`config.mk`:
```
export PLATFORM = sky130hd
export DESIGN_NAME = speaker_arbiter
export DESIGN_NICKNAME = d
export VERILOG_FILES = /design/src/rtl/sound_pkg.sv /design/src/rtl/tone_divider.sv /design/src/rtl/speaker_arbiter.sv
export SDC_FILE = /design/constraint.sdc
export NUM_CORES = 1
export LEC_CHECK = 0
export ABC_AREA = 1
export CELL_PAD_IN_SITES_DETAIL_PLACEMENT = 0
export CELL_PAD_IN_SITES_GLOBAL_PLACEMENT = 1
export CORE_UTILIZATION = 38
export DETAILED_ROUTE_END_ITERATION = 10
export GPL_TIMING_DRIVEN = 0
export HOLD_SLACK_MARGIN = 0.05
export PLACE_DENSITY_LB_ADDON = 0.2
export RECOVER_POWER = 100
export SETUP_SLACK_MARGIN = 0.05
export SYNTH_ARGS = -nofsm -noshare
export SYNTH_HDL_FRONTEND = slang
export SYNTH_SLANG_ARGS = --single-unit
```
`constraint.sdc`:
```
create_clock -name clk -period 8.7 [get_ports clk]
set_clock_uncertainty 0.2 [all_clocks]
set_input_delay 0.87 -clock clk [delete_from_list [all_inputs] [get_ports clk]]
set_output_delay 0.87 -clock clk [all_outputs]
set_load 0.01 [all_outputs]
```
`src/rtl/sound_pkg.sv`:
```
// sound_pkg: arbiter state encoding, default timing constants and tone helper
package sound_pkg;
  typedef enum logic [1:0] {IDLE, PLAY, GAP} state_t;
  localparam int DEF_MIN_HOLD = 1000000;
  localparam int DEF_GAP_CYCLES = 100000;
  localparam int CLK_HZ = 100000000;
  function automatic logic [23:0] hp_from_hz(input int hz);
    return (hz <= 0) ? 24'd0 : 24'(CLK_HZ / (2 * hz));
  endfunction
endpackage

```
`src/rtl/tone_divider.sv`:
```
// tone_divider: square wave with live half-period, cleared while disabled
module tone_divider #(
  parameter int DIV_W = 24
) (
  input  logic             clk,
  input  logic             rst_n,
  input  logic             en,
  input  logic [DIV_W-1:0] hp,
  output logic             speaker
);
  logic [DIV_W-1:0] cnt_q, cnt_d;
  logic spk_q, spk_d;
  logic run, wrap;
  always_comb begin
    run = en && hp != '0;
    wrap = cnt_q >= hp - 1'b1;
    cnt_d = (!run || wrap) ? '0 : cnt_q + 1'b1;
    spk_d = !run ? 1'b0 : wrap ? ~spk_q : spk_q;
  end
  always_ff @(posedge clk) begin
    if (!rst_n) begin
      cnt_q <= '0;
      spk_q <= 1'b0;
    end else begin
      cnt_q <= cnt_d;
      spk_q <= spk_d;
    end
  end
  assign speaker = spk_q;
endmodule

```
`src/rtl/speaker_arbiter.sv`:
```
// speaker_arbiter: fixed-priority speaker sharing with minimum hold, silence gap and tone output
module speaker_arbiter
  import sound_pkg::*;
#(
  parameter int N_REQ = 4,
  parameter int DIV_W = 24,
  parameter int MIN_HOLD = DEF_MIN_HOLD,
  parameter int GAP_CYCLES = DEF_GAP_CYCLES,
  parameter int CNT_W = 24,
  localparam int IDX_W = (N_REQ > 1) ? $clog2(N_REQ) : 1
) (
  input  logic                   clk,
  input  logic                   rst_n,
  input  logic [N_REQ-1:0]       req,
  input  logic [N_REQ*DIV_W-1:0] half_period,
  output logic [N_REQ-1:0]       grant,
  output logic [IDX_W-1:0]       active_idx,
  output logic                   busy,
  output logic                   speaker
);
  localparam logic [CNT_W-1:0] HOLD_INIT = CNT_W'(MIN_HOLD);
  localparam logic [CNT_W-1:0] GAP_INIT = CNT_W'((GAP_CYCLES > 1) ? GAP_CYCLES - 1 : 0);
  state_t state_q, state_d;
  logic [IDX_W-1:0] idx_q, idx_d, win;
  logic [CNT_W-1:0] cnt_q, cnt_d;
  logic [N_REQ-1:0] hi_mask;
  logic play_en;
  always_comb begin
    win = '0;
    for (int i = N_REQ - 1; i >= 0; i--) win = req[i] ? IDX_W'(i) : win;
  end
  assign hi_mask = (N_REQ'(1) << idx_q) - N_REQ'(1);
  always_comb begin
    state_d = state_q;
    idx_d = idx_q;
    cnt_d = cnt_q;
    case (state_q)
      IDLE: if (|req) begin
        state_d = PLAY;
        idx_d = win;
        cnt_d = HOLD_INIT;
      end
      PLAY: if (!req[idx_q] || (cnt_q == '0 && |(req & hi_mask))) begin
        state_d = GAP;
        cnt_d = GAP_INIT;
      end else cnt_d = (cnt_q == '0) ? '0 : cnt_q - 1'b1;
      GAP: if (cnt_q != '0) cnt_d = cnt_q - 1'b1;
      else if (|req) begin
        state_d = PLAY;
        idx_d = win;
        cnt_d = HOLD_INIT;
      end else begin
        state_d = IDLE;
        idx_d = '0;
      end
      default: state_d = IDLE;
    endcase
  end
  always_ff @(posedge clk) begin
    if (!rst_n) begin
      state_q <= IDLE;
      idx_q <= '0;
      cnt_q <= '0;
    end else begin
      state_q <= state_d;
      idx_q <= idx_d;
      cnt_q <= cnt_d;
    end
  end
  assign play_en = state_q == PLAY && state_d == PLAY;
  assign grant = (state_q == PLAY) ? N_REQ'(1) << idx_q : '0;
  assign active_idx = idx_q;
  assign busy = state_q != IDLE;
  tone_divider #(.DIV_W(DIV_W)) u_tone (
    .clk(clk),
    .rst_n(rst_n),
    .en(play_en),
    .hp(half_period[idx_q*DIV_W +: DIV_W]),
    .speaker(speaker)
  );
endmodule
```
==> qor.csv, run 1 <==
stage;metric;value;unit
worst_setup_path;slowest CP cell;clkbuf_1;
route;drt initial violations;261;
sta;Final Critical Period;5.449;ns
power_and_ir_drop;Power Dens Cells;283.8;nW/um^2
synthesis;Post-Syn Area;5364;sq um
worst_setup_path;Critical Path AT;5.41;ns
clocking;Clock Sink Count;53;
synthesis;Post-synth ARST share;0;%
route;final wirelength;17090;um
global_routing;initial antenna violation count;0;
layout;commonest non-fill, non-tap cells in the layout;255 x nand2_1, 131 x nor2_1, 101 x clkdlybuf4s50_1;
clocking;Root Buffer;clkbuf_16;
power_and_ir_drop;share of power burned in registers;17.5;%
global_routing;GRT Total Usage;24.49;%
worst_setup_path;Slowest Stage Delay on Critical Path;0.62;ns
layout;Area Growth Syn to Fin;26.20;%
worst_setup_path;critical path required time;8.66;ns
power_and_ir_drop;Gate power share;70.3;%
floorplan;row cnt;43;
sta;final setup fails;0;
global_routing;grt ovf;0;
clocking;# hold bufs at CTS;0;
synthesis;post-synth top area share;19.78;%
sta;Slew HR;37.54;%
synthesis;Mapped Cells;884;
layout;final net count;1135;
power_and_ir_drop;Sw Pwr;1.033;mW
power_and_ir_drop;clock share of power;12.2;%
global_routing;vias in the first global route;5678;
route;Via Count;5763;
outcome;outcome;complete, no violations;
clocking;Reg clk slew, reported paths;0.07;ns
layout;Util after Layout;48.95;%
placement;Placer Congestion;0.9079;
job;max_cap viols;0;
placement;input/output buffers;109;
synthesis;EDFF count, synth;0;
worst_setup_path;crit-path most repeated cell;nor2_1;
clocking;Post-CTS Setup Bufs;0;
synthesis;Yosys top cell by area;dfxtp_1;
floorplan;Die Wd;120.8;um
route;Vias/cell;4.880;
layout;Filler cells;1538;
worst_setup_path;Setup CP Type;reg2reg;
route;Routed Antenna Nets;0;
synthesis;Yosys Warn Count;0;
power_and_ir_drop;Pint;0.8882;mW
power_and_ir_drop;VDD IR max;181.8;uV
worst_setup_path;buffer and inverter count on the worst path;6;
sta;worst slew pin tran;0.9334;ns
layout;most common cell after layout, fill and taps aside;nand2_1;
synthesis;syn avg cell area;6.068;sq um
clocking;H-tree levels;2;
worst_setup_path;Crit path max-delay family;simple AND/OR/NAND/NOR gates;
layout;Non-Filler Instances;1181;
sta;Max Freq;0.1835;GHz
clocking;CTS Buffer Depth;2;
synthesis;Netlist cell types;36;
clocking;clk_lat worst skew;0.30;ns
sta;period utilization;62.63;%
placement;Post-DP HPWL;14220;um
worst_setup_path;Critical Path Start Type;flop;
floorplan;die area;14600;sq um
clocking;CTS tree;built;
sta;Max Slew Vio Count;0;
power_and_ir_drop;switching part of the total;53.76;%
route;DRT Pass-1 Iters;4;
sta;Setup TNS Final;0;ns
floorplan;Initial Util;38.79;%
synthesis;top cells by area, synth;dfxtp_1 20%, nand2_1 18%, nor2_1 8.9%;
worst_hold_path;worst hold path class;reg2reg;
floorplan;DIE HEIGHT;120.8;um
sta;Hold Violations, Final;0;
worst_setup_path;CP Max Fanout;10;
route;drt drc;0;
layout;ant diodes;0;
worst_setup_path;Worst setup EP type;flop;
placement;DP Cell Count;1173;
clocking;CTS buffer count;5;
synthesis;Post-synth top flop;dfxtp_1;
floorplan;Ports;110;
sta;Hold Worst Slack;0.2641;ns
route;wire length per cell;14.47;um
global_routing;largest net degree at the start of global routing;16;
sta;unrepaired setup endpoints after global routing;false;
power_and_ir_drop;P_leak;3.027;nW
global_routing;first-pass GRT wire length;28140;um
layout;ratio of cells with drive above 1 in the final layout;5.894;%
synthesis;post-synth net total;1019;
synthesis;#FFs+latches synth;53;
clocking;cells resized by post-CTS repair;0;
synthesis;sequential fraction of the synthesis area;19.78;%
floorplan;core area;13830;sq um
==> final timing paths <==
path	start	to	slack [ns]	cells past startpoint
max	active_idx[1]$_SDFFE_PN0P_	u_tone.cnt_q[17]$_SDFF_PP0_	3.25	25
min	u_tone.cnt_q[0]$_SDFF_PP0_	u_tone.cnt_q[0]$_SDFF_PP0_	0.26	1
max reg2reg	active_idx[1]$_SDFFE_PN0P_	u_tone.cnt_q[17]$_SDFF_PP0_	3.25	25
min reg2reg	u_tone.cnt_q[0]$_SDFF_PP0_	u_tone.cnt_q[0]$_SDFF_PP0_	0.26	1
==> layout make-up <==
type | count | area [sq um] | area share, %
plain buffers | 22 | 140.1 | 2.070
clock buffers | 7 | 142.6 | 2.107
clock inverters | 1 | 30.03 | 0.4436
inverters | 85 | 319.1 | 4.713
multi-input cells | 724 | 3760 | 55.55
flip-flops and latches | 53 | 1061 | 15.67
well taps | 180 | 225.2 | 3.327
repair buffers | 109 | 1091 | 16.12
==> layer usage <==
metal | routed length, um | GRT usage [%] | vias up
met1 | 7743 | 29.08 | 2563
met3 | 457 | 2.783 | 20
met2 | 8587 | 46.19 | 89
met5 | 0 | 0 | -
li1 | - | - | 3091
met4 | 306 | 6.250 | 0
==> worst register-to-register path: stages (launching register included) <==
cell      delay, ns
dfxtp_1        0.37
clkbuf_1       0.29
clkbuf_1       0.31
nand2_1        0.15
nor2_1         0.05
nor3_1         0.59
ha_1           0.26
inv_1          0.06
nor2_1         0.17
clkinv_1       0.14
nor2_1         0.26
nand3_1        0.22
nor2_1         0.16
xnor2_1        0.14
inv_1          0.06
ha_1           0.27
nand2_1        0.07
nor2_1         0.17
nand4_1        0.12
nor2_1         0.10
nand2_1        0.06
nand3_1        0.07
nor2_1         0.09
nand4_1        0.25
clkbuf_1       0.62
nor2_2         0.04
==> registers in the layout (all words and copies together), names as in the netlist <==
| name | count |
|---|---|
| state_q | 2 |
| u_tone.cnt_q | 24 |
| cnt_q | 24 |
| active_idx | 2 |
| u_tone.speaker | 1 |
==> Yosys cell counts, types with 2 or more instances <==
library cell and count:
inv_2 3, xor2_1 36, nor3_2 2, ha_1 33
nor2_2 29, buf_8 2, o31ai_1 2, buf_2 3
clkinv_1 2, nor4_1 4, o22ai_1 3, buf_4 3
o21ai_0 35, nand2_1 255, nand2_2 5, nand4_1 26
nor2_1 127, nand3_1 65, buf_6 7, a21oi_1 43
a31oi_1 7, inv_1 80, nand3_2 4, xnor2_1 20
clkbuf_1 7, o21a_1 4, dfxtp_1 53, nor3_1 12
nor2_4 5
==> kinds of logic after synthesis <==
family	synth area share, %
and+or+nand+nor	44.62
xor gates and xnor gates	9.144
adders and majority gates	7.698
AOI/OAI and AO/OA	9.587
buffers and inverters	9.167
DFF	19.78
==> stage by stage <==
stage,area [sq um],total power [mW],worst slack (ns)
finish,6769,1.921,3.251
global route,6769,2.122,2.580
CTS,6853,1.964,4.364
detailed placement,6680,1.722,4.069
global placement,6680,1.722,4.084
floorplan,5364,1.340,5.039
==> power by group through the flow <==
stage               combinational [mW]  sequential, mW  clock, mW
finish                            1.35           0.337      0.235
global route                      1.53           0.344      0.250
floorplan                         1.01           0.329          0
CTS                               1.39           0.337      0.239
global placement                  1.38           0.342          0
detailed placement                1.38           0.341          0
No activity file was read; power rests on OpenSTA's default activity.
==> run 2, diff against run 1 <==
- CORE_UTILIZATION: 38 -> 33
- clock period: 8.7 -> 4.95 ns (I/O delays scaled with it)
==> run 2 against run 1 <==
Against the previous run: global-route usage is 1.7 points lower; sequential cell count unchanged; final area up 0.87%; non-clock buffer count unchanged; worst setup slack got worse by 2.7 ns; first-iteration DRC count is 1.9% lower; die area is 15% higher; wire length up 6.0%; via count rose by 1.6%.
==> qor.csv, run 2 (synthesis gave the netlist of run 1 again) <==
stage;metric;value;unit
global_routing;largest net degree at the start of global routing;19;
sta;Hold Violations, Final;0;
power_and_ir_drop;Power Dens Cells;495.5;nW/um^2
global_routing;initial antenna violation count;0;
clocking;Post-CTS Setup Bufs;0;
route;Routed Antenna Nets;0;
placement;Area after DPL;6725;sq um
worst_setup_path;Critical Path AT;4.40;ns
route;drt drc;0;
clocking;# hold bufs at CTS;0;
floorplan;Initial Util;33.77;%
clocking;Root Buffer;clkbuf_16;
layout;Area Growth Syn to Fin;27.29;%
global_routing;grt ovf;0;
sta;Max Slew Vio Count;0;
sta;worst slew pin tran;0.7745;ns
floorplan;row cnt;46;
worst_setup_path;crit-path most repeated cell;nor2_1;
sta;Final Critical Period;4.359;ns
placement;Placer Congestion;0.8665;
clocking;H-tree levels;2;
power_and_ir_drop;VDD IR max;267.6;uV
floorplan;Die Wd;129.5;um
worst_hold_path;worst hold path class;reg2reg;
route;drt initial violations;256;
placement;Post-DP HPWL;14820;um
sta;Hold Worst Slack;0.2760;ns
clocking;CTS tree;built;
clocking;Reg clk slew, reported paths;0.08;ns
clocking;clk_lat worst skew;0.31;ns
layout;ant diodes;0;
floorplan;core area;15890;sq um
outcome;outcome;complete, no violations;
sta;final setup fails;0;
route;final wirelength;18130;um
layout;most common cell after layout, fill and taps aside;nand2_1;
floorplan;Ports;110;
global_routing;vias in the first global route;5751;
route;Via Count;5853;
clocking;cells resized by post-CTS repair;0;
layout;final net count;1135;
placement;input/output buffers;109;
clocking;Clock Sink Count;53;
power_and_ir_drop;P_leak;3.033;nW
layout;biggest regs;cnt_q x24, u_tone.cnt_q x24;
clocking;CTS Buffer Depth;2;
worst_setup_path;Slowest Stage Delay on Critical Path;0.37;ns
worst_setup_path;reg2reg setup slack;0.59;ns
sta;Setup TNS Final;0;ns
global_routing;GRT Total Usage;22.81;%
global_routing;first-pass GRT wire length;29680;um
worst_setup_path;Setup CP Type;reg2reg;
floorplan;die area;16770;sq um
sta;period utilization;88.06;%
job;max_cap viols;0;
sta;Slew HR;48.17;%
route;DRT Pass-1 Iters;5;
worst_setup_path;Worst setup EP type;flop;
worst_setup_path;slowest CP cell;dfxtp_1;
worst_setup_path;Critical Path Start Type;flop;
layout;commonest non-fill, non-tap cells in the layout;255 x nand2_1, 140 x nor2_1, 103 x clkdlybuf4s50_1;
route;Vias/cell;4.809;
sta;Max Freq;0.2294;GHz
clocking;CTS buffer count;5;
floorplan;DIE HEIGHT;129.5;um
sta;unrepaired setup endpoints after global routing;false;
layout;Post-Layout Inst Area;6828;sq um
route;wire length per cell;14.89;um
worst_setup_path;critical path required time;5.00;ns
worst_setup_path;CP Max Fanout;10;
layout;ratio of cells with drive above 1 in the final layout;5.594;%
==> run 2: changes by cell type in the layout (fill, tap and decap cells not counted), sizes merged <==
cell and change:
dlygate4sd3 -2, clkdlybuf4s50 +2, clkinvlp +2, inv +2, buf +3, clkbuf -5
clkinv -1, bufinv -1
==> run 2: stage by stage <==
step	total power, mW	worst slack (ns)	util, %	cells
floorplan	2.355	1.377	-	884
global placement	3.063	0.6512	42.34	1209
detailed placement	3.051	0.6458	42.34	1209
CTS	3.452	0.6644	43.29	1217
global route	3.788	0.1463	42.98	1217
finish	3.383	0.5911	42.98	1217
==> run 2: cell type report <==
| cell class | count | area [sq um] |
|---|---|---|
| clock buffers | 5 | 125.1 |
| repair buffers | 109 | 1091 |
| multi-input cells | 724 | 3769 |
| plain buffers | 22 | 166.4 |
| fillers | 1796 | 9057 |
| flip-flops and latches | 53 | 1061 |
| inverters | 85 | 319.1 |
| clock inverters | 3 | 26.28 |
| well taps | 216 | 270.3 |
==> run 2: final timing paths <==
path                                             startpoint                          end  depth (start not counted)
worst max-delay path             active_idx[1]$_SDFFE_PN0P_  u_tone.cnt_q[16]$_SDFF_PP0_                         25
worst min-delay path            u_tone.speaker$_SDFFE_PN0P_  u_tone.speaker$_SDFFE_PN0P_                          2
worst max register to register   active_idx[1]$_SDFFE_PN0P_  u_tone.cnt_q[16]$_SDFF_PP0_                         25
worst min register to register  u_tone.speaker$_SDFFE_PN0P_  u_tone.speaker$_SDFFE_PN0P_                          2
==> run 2: worst max-delay path: cells and delay by family (launching register included) <==
| family | cells | cell delay [ns] |
|---|---|---|
| xor gates and xnor gates | 1 | 0.14 |
| DFF | 1 | 0.37 |
| buffers and inverters | 6 | 0.92 |
| adders and majority gates | 2 | 0.49 |
| and+or+nand+nor | 16 | 2.18 |
==> run 2: report_power, final <==
part | internal (mW) | switching (mW) | total (mW)
Sequential | 0.497 | 0.0933 | 0.590
Combinational | 0.832 | 1.58 | 2.41
Clock | 0.192 | 0.188 | 0.380
Total | 1.52 | 1.86 | 3.38
==> run 2: metal layers <==
layer / vias up / share of wire (%) / GRT usage, %
met5: - / 0 / 0
li1: 3084 / - / -
met4: 0 / 1.8 / 6.019
met1: 2629 / 42 / 25.95
met2: 117 / 52 / 44.05
met3: 23 / 4.3 / 3.220
==> run 3, diff against run 2 <==
- CORE_MARGIN: not set -> 5
==> run 3 against run 2 <==
Against the previous run: die area increased by 13%; worst setup slack improved by 0.098 ns; global-route usage decreased by 2.8 points; combinational power about the same; non-clock buffer count unchanged; power increased by 1.3%; critical path type unchanged; highest routed layer unchanged.
==> qor.csv, run 3 (synthesis gave the netlist of run 1 again) <==
stage;metric;value;unit
route;wire length per cell;15.16;um
route;drt initial violations;265;
global_routing;first-pass GRT wire length;29680;um
worst_setup_path;Critical Path AT;4.31;ns
sta;worst slew pin tran;0.7596;ns
clocking;Reg clk slew, reported paths;0.08;ns
power_and_ir_drop;VDD IR max;276.1;uV
route;drt drc;0;
floorplan;Initial Util;33.64;%
global_routing;grt ovf;0;
worst_setup_path;Slowest Stage Delay on Critical Path;0.40;ns
sta;Hold Violations, Final;0;
global_routing;initial antenna violation count;1;
layout;ratio of cells with drive above 1 in the final layout;5.594;%
outcome;outcome;complete, no violations;
placement;input/output buffers;109;
floorplan;Ports;110;
placement;Placer Congestion;0.8853;
route;Via Count;5838;
route;Routed Antenna Nets;0;
sta;final setup fails;0;
global_routing;vias in the first global route;5748;
placement;Post-DP HPWL;15270;um
power_and_ir_drop;Power Dens Cells;500.4;nW/um^2
worst_setup_path;Crit path max-delay family;simple AND/OR/NAND/NOR gates;
power_and_ir_drop;P_leak;3.049;nW
worst_setup_path;slowest CP cell;dfxtp_1;
sta;Max Freq;0.2347;GHz
floorplan;DIE HEIGHT;137.5;um
worst_setup_path;critical path required time;5.00;ns
clocking;CTS Buffer Depth;2;
clocking;Clock Sink Count;53;
worst_setup_path;CP Max Fanout;10;
global_routing;largest net degree at the start of global routing;18;
worst_hold_path;hold_sp;u_tone.speaker$_SDFFE_PN0P_;
layout;commonest non-fill, non-tap cells in the layout;255 x nand2_1, 140 x nor2_1, 103 x clkdlybuf4s50_1;
clocking;clk_lat worst skew;0.31;ns
worst_hold_path;worst hold path class;reg2reg;
sta;period utilization;86.08;%
route;DRT Pass-1 Iters;4;
worst_setup_path;R2R Path End;u_tone.cnt_q[13]$_SDFF_PP0_;
layout;most common cell after layout, fill and taps aside;nand2_1;
worst_setup_path;crit-path most repeated cell;nor2_1;
layout;Area Growth Syn to Fin;27.76;%
worst_setup_path;FF-to-FF Start;active_idx[1]$_SDFFE_PN0P_;
sta;Max Slew Vio Count;0;
floorplan;die area;18900;sq um
worst_setup_path;Worst setup EP type;flop;
sta;Final Critical Period;4.261;ns
layout;biggest regs;cnt_q x24, u_tone.cnt_q x24;
worst_setup_path;worst-path cell chain;clkbuf_1 -> buf_4 -> nand2_1 -> nor2_1 -> nor3_4 -> ha_1 -> inv_1 -> nor2_2 -> inv_1 -> nor2_4 -> nand3_2 -> o21ai_0 -> nand2b_1 -> ha_1 -> nand2_1 -> o21ai_0 -> a21oi_1 -> nand3_1 -> nor2_1 -> nand4_4 -> buf_8 -> nor2_1;
floorplan;Die Wd;137.5;um
clocking;# hold bufs at CTS;0;
clocking;Post-CTS Setup Bufs;0;
sta;Setup TNS Final;0;ns
clocking;H-tree levels;2;
worst_setup_path;Setup CP Type;reg2reg;
worst_setup_path;reg2reg setup slack;0.69;ns
clocking;CTS tree;built;
worst_setup_path;R2R cell count;22;
sta;Slew HR;49.17;%
route;Vias/cell;4.793;
route;final wirelength;18470;um
sta;unrepaired setup endpoints after global routing;false;
floorplan;row cnt;46;
worst_setup_path;Critical Path Start Type;flop;
layout;Filler cells;1765;
clocking;cells resized by post-CTS repair;0;
floorplan;core area;15940;sq um
clocking;Root Buffer;clkbuf_16;
job;max_cap viols;0;
worst_hold_path;hold path cells;2;
clocking;CTS buffer count;5;
global_routing;GRT Total Usage;20.02;%
worst_setup_path;buffer and inverter count on the worst path;5;
worst_hold_path;hold endpoint;u_tone.speaker$_SDFFE_PN0P_;
layout;final net count;1135;
layout;Util after Layout;42.98;%
[run 3: report_power, final]
group,switching (mW),internal (mW)
combinational,1.59,0.832
sequential,0.0953,0.497
clock,0.178,0.240
total,1.86,1.57
[run 3: routing by layer]
| metal | GRT usage (%) | wire, um | up-vias |
|---|---|---|---|
| met5 | 0 | 0 | - |
| met4 | 7.040 | 580 | 0 |
| met3 | 2.812 | 782 | 31 |
| met2 | 37.04 | 9247 | 121 |
| met1 | 23.34 | 7858 | 2588 |
| li1 | - | - | 3098 |
[run 3: per-stage QoR]
stage | power [mW] | setup slack (ns) | cells | hold WS, ns | area [sq um]
after floorplan | 2.355 | 1.377 | 884 | 0.2297 | 5364
after global placement | 3.060 | 0.7105 | 1209 | 0.2584 | 6725
after detailed placement | 3.061 | 0.6906 | 1209 | 0.2757 | 6725
after CTS | 3.492 | 0.7156 | 1217 | 0.2862 | 6894
after global routing | 3.803 | 0.1441 | 1218 | 0.3120 | 6853
final | 3.429 | 0.6890 | 1218 | 0.2737 | 6853
[run 3: cell type report]
class / instances / area, sq um / share of cell area, %
Clock buffer: 5 / 125.1 / 1.826
Inverter: 85 / 319.1 / 4.656
Timing Repair Buffer: 109 / 1091 / 15.92
Clock inverter: 3 / 43.79 / 0.6390
Multi-Input combinational cell: 724 / 3774 / 55.07
Tap cell: 216 / 270.3 / 3.944
Sequential cell: 53 / 1061 / 15.48
Antenna cell: 1 / 2.502 / 0.03652
Buffer: 22 / 166.4 / 2.428
[run 3: worst register-to-register path, delay by kind of cell (launching register included)]
family	cells	cell delay, ns
buffers and inverters	5	0.88
flip-flops	1	0.40
AO/OA/AOI/OAI	3	0.50
adder cells (fa/ha/maj)	2	0.47
AND/OR/NAND/NOR	12	1.76
[run 3: worst max path at each step]
stage                                   to                       start  cells past startpoint  slack [ns]
2_1_floorplan   u_tone.cnt_q[4]$_SDFF_PP0_  active_idx[0]$_SDFFE_PN0P_                     26        1.38
3_3_place_gp   u_tone.cnt_q[22]$_SDFF_PP0_             half_period[49]                     21        0.71
3_5_place_dp   u_tone.cnt_q[22]$_SDFF_PP0_             half_period[73]                     21        0.69
4_1_cts        u_tone.cnt_q[14]$_SDFF_PP0_  active_idx[1]$_SDFFE_PN0P_                     21        0.72
5_1_grt        u_tone.cnt_q[17]$_SDFF_PP0_  active_idx[1]$_SDFFE_PN0P_                     22        0.14
6_report       u_tone.cnt_q[13]$_SDFF_PP0_  active_idx[1]$_SDFFE_PN0P_                     22        0.69
==> edit 1 (settings of run 2) <==
Add an input register stage for `half_period`; this delays it by one clock. The other inputs are not delayed to match.
--- a/src/rtl/speaker_arbiter.sv
+++ b/src/rtl/speaker_arbiter.sv
@@ -20,6 +20,13 @@
 );
   localparam logic [CNT_W-1:0] HOLD_INIT = CNT_W'(MIN_HOLD);
   localparam logic [CNT_W-1:0] GAP_INIT = CNT_W'((GAP_CYCLES > 1) ? GAP_CYCLES - 1 : 0);
+
+  logic [N_REQ*DIV_W-1:0] half_period_q;
+
+  always_ff @(posedge clk) begin
+    half_period_q <= half_period;
+  end
+
   state_t state_q, state_d;
   logic [IDX_W-1:0] idx_q, idx_d, win;
   logic [CNT_W-1:0] cnt_q, cnt_d;
@@ -75,7 +82,7 @@
     .clk(clk),
     .rst_n(rst_n),
     .en(play_en),
-    .hp(half_period[idx_q*DIV_W +: DIV_W]),
+    .hp(half_period_q[idx_q*DIV_W +: DIV_W]),
     .speaker(speaker)
   );
 endmodule
Behaviour: not the same (Yosys sat finds a counterexample within 4 cycles, from zero or initial values and one cycle with rst_n low).
==> edit 1 against run 2 <==
Sequential cell count up 96; wire length is 19% higher; worst setup slack improved by 0.38 ns; total power is 8.6% higher; synthesized area rose by 39%; global-route usage shrank 3.2 points; clock power increased to 3.5 times the old value; final area is 38% higher; critical path depth is 3 lower; combinational power is 57% lower; count of clock-buffer cells in the layout increased by 12; worst hold slack barely moved.
==> edit 1: results (changes against run 2) <==
| Metric | Value |
|---|---|
| First-pass GRT wire length | `35200 um (was 29700 um)` |
| Gpl congestion | `0.824 (was 0.867)` |
| Adder-cell area share of the yosys netlist | `5.71% (was 7.70%)` |
| Fmax | `251 MHz (was 229 MHz)` |
| Met1 Use GR | `26.0% (was 25.9%)` |
| Internal Pwr Total | `2.32 mW (was 1.52 mW)` |
| VDD IR max | `0.215 mV (was 0.268 mV)` |
| Library cells used by synthesis | `41 (was 36)` |
| Syn Area/Cell | `7.12 um^2 (was 6.07 um^2)` |
| Synth Area in Compound Gates | `8.15% (was 9.59%)` |
| P_comb | `1.03 mW (was 2.41 mW)` |
| Most frequent cells after synthesis | `319 x nand2_1, 149 x dfxtp_1, 125 x nor2_1 (was 255 x nand2_1, 127 x nor2_1, 80 x inv_1)` |
| Least-Margin Pin Slew | `0.686 ns (was 0.775 ns)` |
| Sequential area share after synthesis | `40.1% (was 19.8%)` |
| Post-Place Cells | `1435 (was 1209)` |
| Clock network fraction of total power | `36.2% (was 11.2%)` |
| Layout cell share with drive strength beyond 1 | `6.57% (was 5.59%)` |
| Reg2reg end | `u_tone.cnt_q[13] (was u_tone.cnt_q[16])` |
| Hold worst-path end | `u_tone.cnt_q[0] (was u_tone.speaker)` |
| Skew-Pair Late Insertion Delay | `0.44 ns (was 0.31 ns)` |
| Status | `completed (unchanged)` |
| Mapped Nets | `1182 (was 1019)` |
| Drt initial violations | `347 (was 256)` |
| Met1 wire length | `10400 um (was 7570 um)` |
| Hold Startpoint | `u_tone.cnt_q[0] (was u_tone.speaker)` |
| R2r worst-path depth | `22 (was 25)` |
| Dpl cell area | `8890 um^2 (was 6730 um^2)` |
-- edit 1: worst max-delay path: stages, from the launching register on --
cell      delay [ns]
dfxtp_1         0.46
clkbuf_1        0.42
buf_4           0.28
nand2_1         0.07
nand2_1         0.22
inv_1           0.09
nand3_1         0.16
nor2_1          0.10
nand2_1         0.14
inv_1           0.09
nand3_1         0.07
nand2_1         0.07
ha_1            0.30
a21oi_1         0.12
o21ai_0         0.11
nand2_1         0.07
nand3_1         0.09
a21oi_1         0.17
nand3_1         0.12
inv_1           0.12
nand3_4         0.14
buf_8           0.18
nor2_1          0.09
-- edit 1: area by class of cell --
| cell class | instances | area [um^2] |
|---|---|---|
| Multi-Input combinational cell | 768 | 3850 |
| Timing Repair Buffer | 109 | 1090 |
| Buffer | 25 | 155 |
| Tap cell | 280 | 350 |
| Clock inverter | 15 | 189 |
| Inverter | 104 | 393 |
| Fill cell | 2333 | 12500 |
| Sequential cell | 149 | 2980 |
| Clock buffer | 17 | 425 |
==> edit 2 (flow settings as in run 2) <==
Made on the original files. Set the package constant `DEF_GAP_CYCLES` to 50000 (it was 100000).
--- a/src/rtl/sound_pkg.sv
+++ b/src/rtl/sound_pkg.sv
@@ -2,7 +2,7 @@
 package sound_pkg;
   typedef enum logic [1:0] {IDLE, PLAY, GAP} state_t;
   localparam int DEF_MIN_HOLD = 1000000;
-  localparam int DEF_GAP_CYCLES = 100000;
+  localparam int DEF_GAP_CYCLES = 50000;
   localparam int CLK_HZ = 100000000;
   function automatic logic [23:0] hp_from_hz(input int hz);
     return (hz <= 0) ? 24'd0 : 24'(CLK_HZ / (2 * hz));
Behaviour: no difference found for any inputs over 10 cycles, from zero or initial values and one cycle with rst_n low; that may be too few to reach the edited logic, so the function may still have changed.
==> edit 2 against run 2 <==
Utilization up 0.097 points; critical path depth down 1; final area rose by 0.95%; synthesized area increased by 1.3%; cell count rose by 1.4%; worst setup slack gained 0.16 ns; wire length grew 0.77%; sequential cell count stayed put; critical path type unchanged; critical endpoint is now u_tone.cnt_q[7].
Power is not compared: it rests on default switching activity, and its combinational part moved more than twofold at a synthesized area within 25%.
==> edit 2: results (changes against run 2) <==
| Metric | Value |
|---|---|
| Worst Setup EP | `u_tone.cnt_q[7] (was u_tone.cnt_q[16])` |
| Buffers on Ports | `108 (was 109)` |
| Leading post-synthesis cells by cell area | `dfxtp_1 20%, nand2_1 17%, nand3_1 8.7% (was dfxtp_1 20%, nand2_1 18%, nor2_1 8.9%)` |
| First-pass GRT wire length | `29800 um (was 29700 um)` |
| Hold Path Depth | `1 (was 2)` |
| Met3 Track Usage GR | `2.58% (was 3.22%)` |
| Comb_multi_in | `732 (was 724)` |
| # fillers | `1788 (was 1796)` |
| Drt initial violations | `299 (was 256)` |
| Sequential area share after synthesis | `19.5% (was 19.8%)` |
| Synthesized instance count | `902 (was 884)` |
| Period utilization | `84.8% (was 88.1%)` |
| R2R Setup Slk | `0.75 ns (was 0.59 ns)` |
| Final HPWL from detailed placement | `15100 um (was 14800 um)` |
| Largest net degree at the start of global routing | `16 (was 19)` |
| Met3 WL | `502 um (was 771 um)` |
| Vias | `5902 (was 5853)` |
| Met2 GRT Util | `43.9% (was 44.1%)` |
| Met1 wire length | `7920 um (was 7570 um)` |
| Status | `completed (unchanged)` |
| Hold Startpoint | `u_tone.cnt_q[0] (was u_tone.speaker)` |
| Vias in the first global route | `5798 (was 5751)` |
| Slowest-stage cell, CP | `nor2_1 (was dfxtp_1)` |
| R2r worst-path depth | `24 (was 25)` |
| Wire per inst | `14.8 um (was 14.9 um)` |
| Seq/total area | `15.4% (was 15.5%)` |
| Total global-route track usage | `23.1% (was 22.8%)` |
[edit 2: changes by cell type after synthesis, sizes merged, moves of 3 or more]
cell,before,now
nand3,69,97
nand2,260,248
o21ai,35,43
inv,83,90
nand4,27,22
xnor2,20,16
nor4,4,1
o2111ai,0,3
o21a,4,1
xor2,36,33
[edit 2: kinds of logic after synthesis]
logic type	Yosys count
and+or+nand+nor	547
buffers and inverters	117
AOI/OAI and AO/OA	103
adders and majority gates	33
xor gates and xnor gates	49
DFF	53
[edit 2: worst max-delay path, delay by kind of cell (launching register included)]
family	cells	cell delay [ns]
buffers and inverters	6	0.84
AOI/OAI and AO/OA	2	0.28
DFF	1	0.32
adders and majority gates	2	0.56
and+or+nand+nor	14	1.93
[edit 2: power by group through the flow]
stage	clock network, mW	logic (mW)	registers, mW
2_1_floorplan	0	0.654	0.496
4_1_cts	0.406	0.965	0.496
3_5_place_dp	0	0.962	0.505
5_1_grt	0.419	1.08	0.502
6_report	0.388	0.947	0.497
3_3_place_gp	0	0.963	0.505
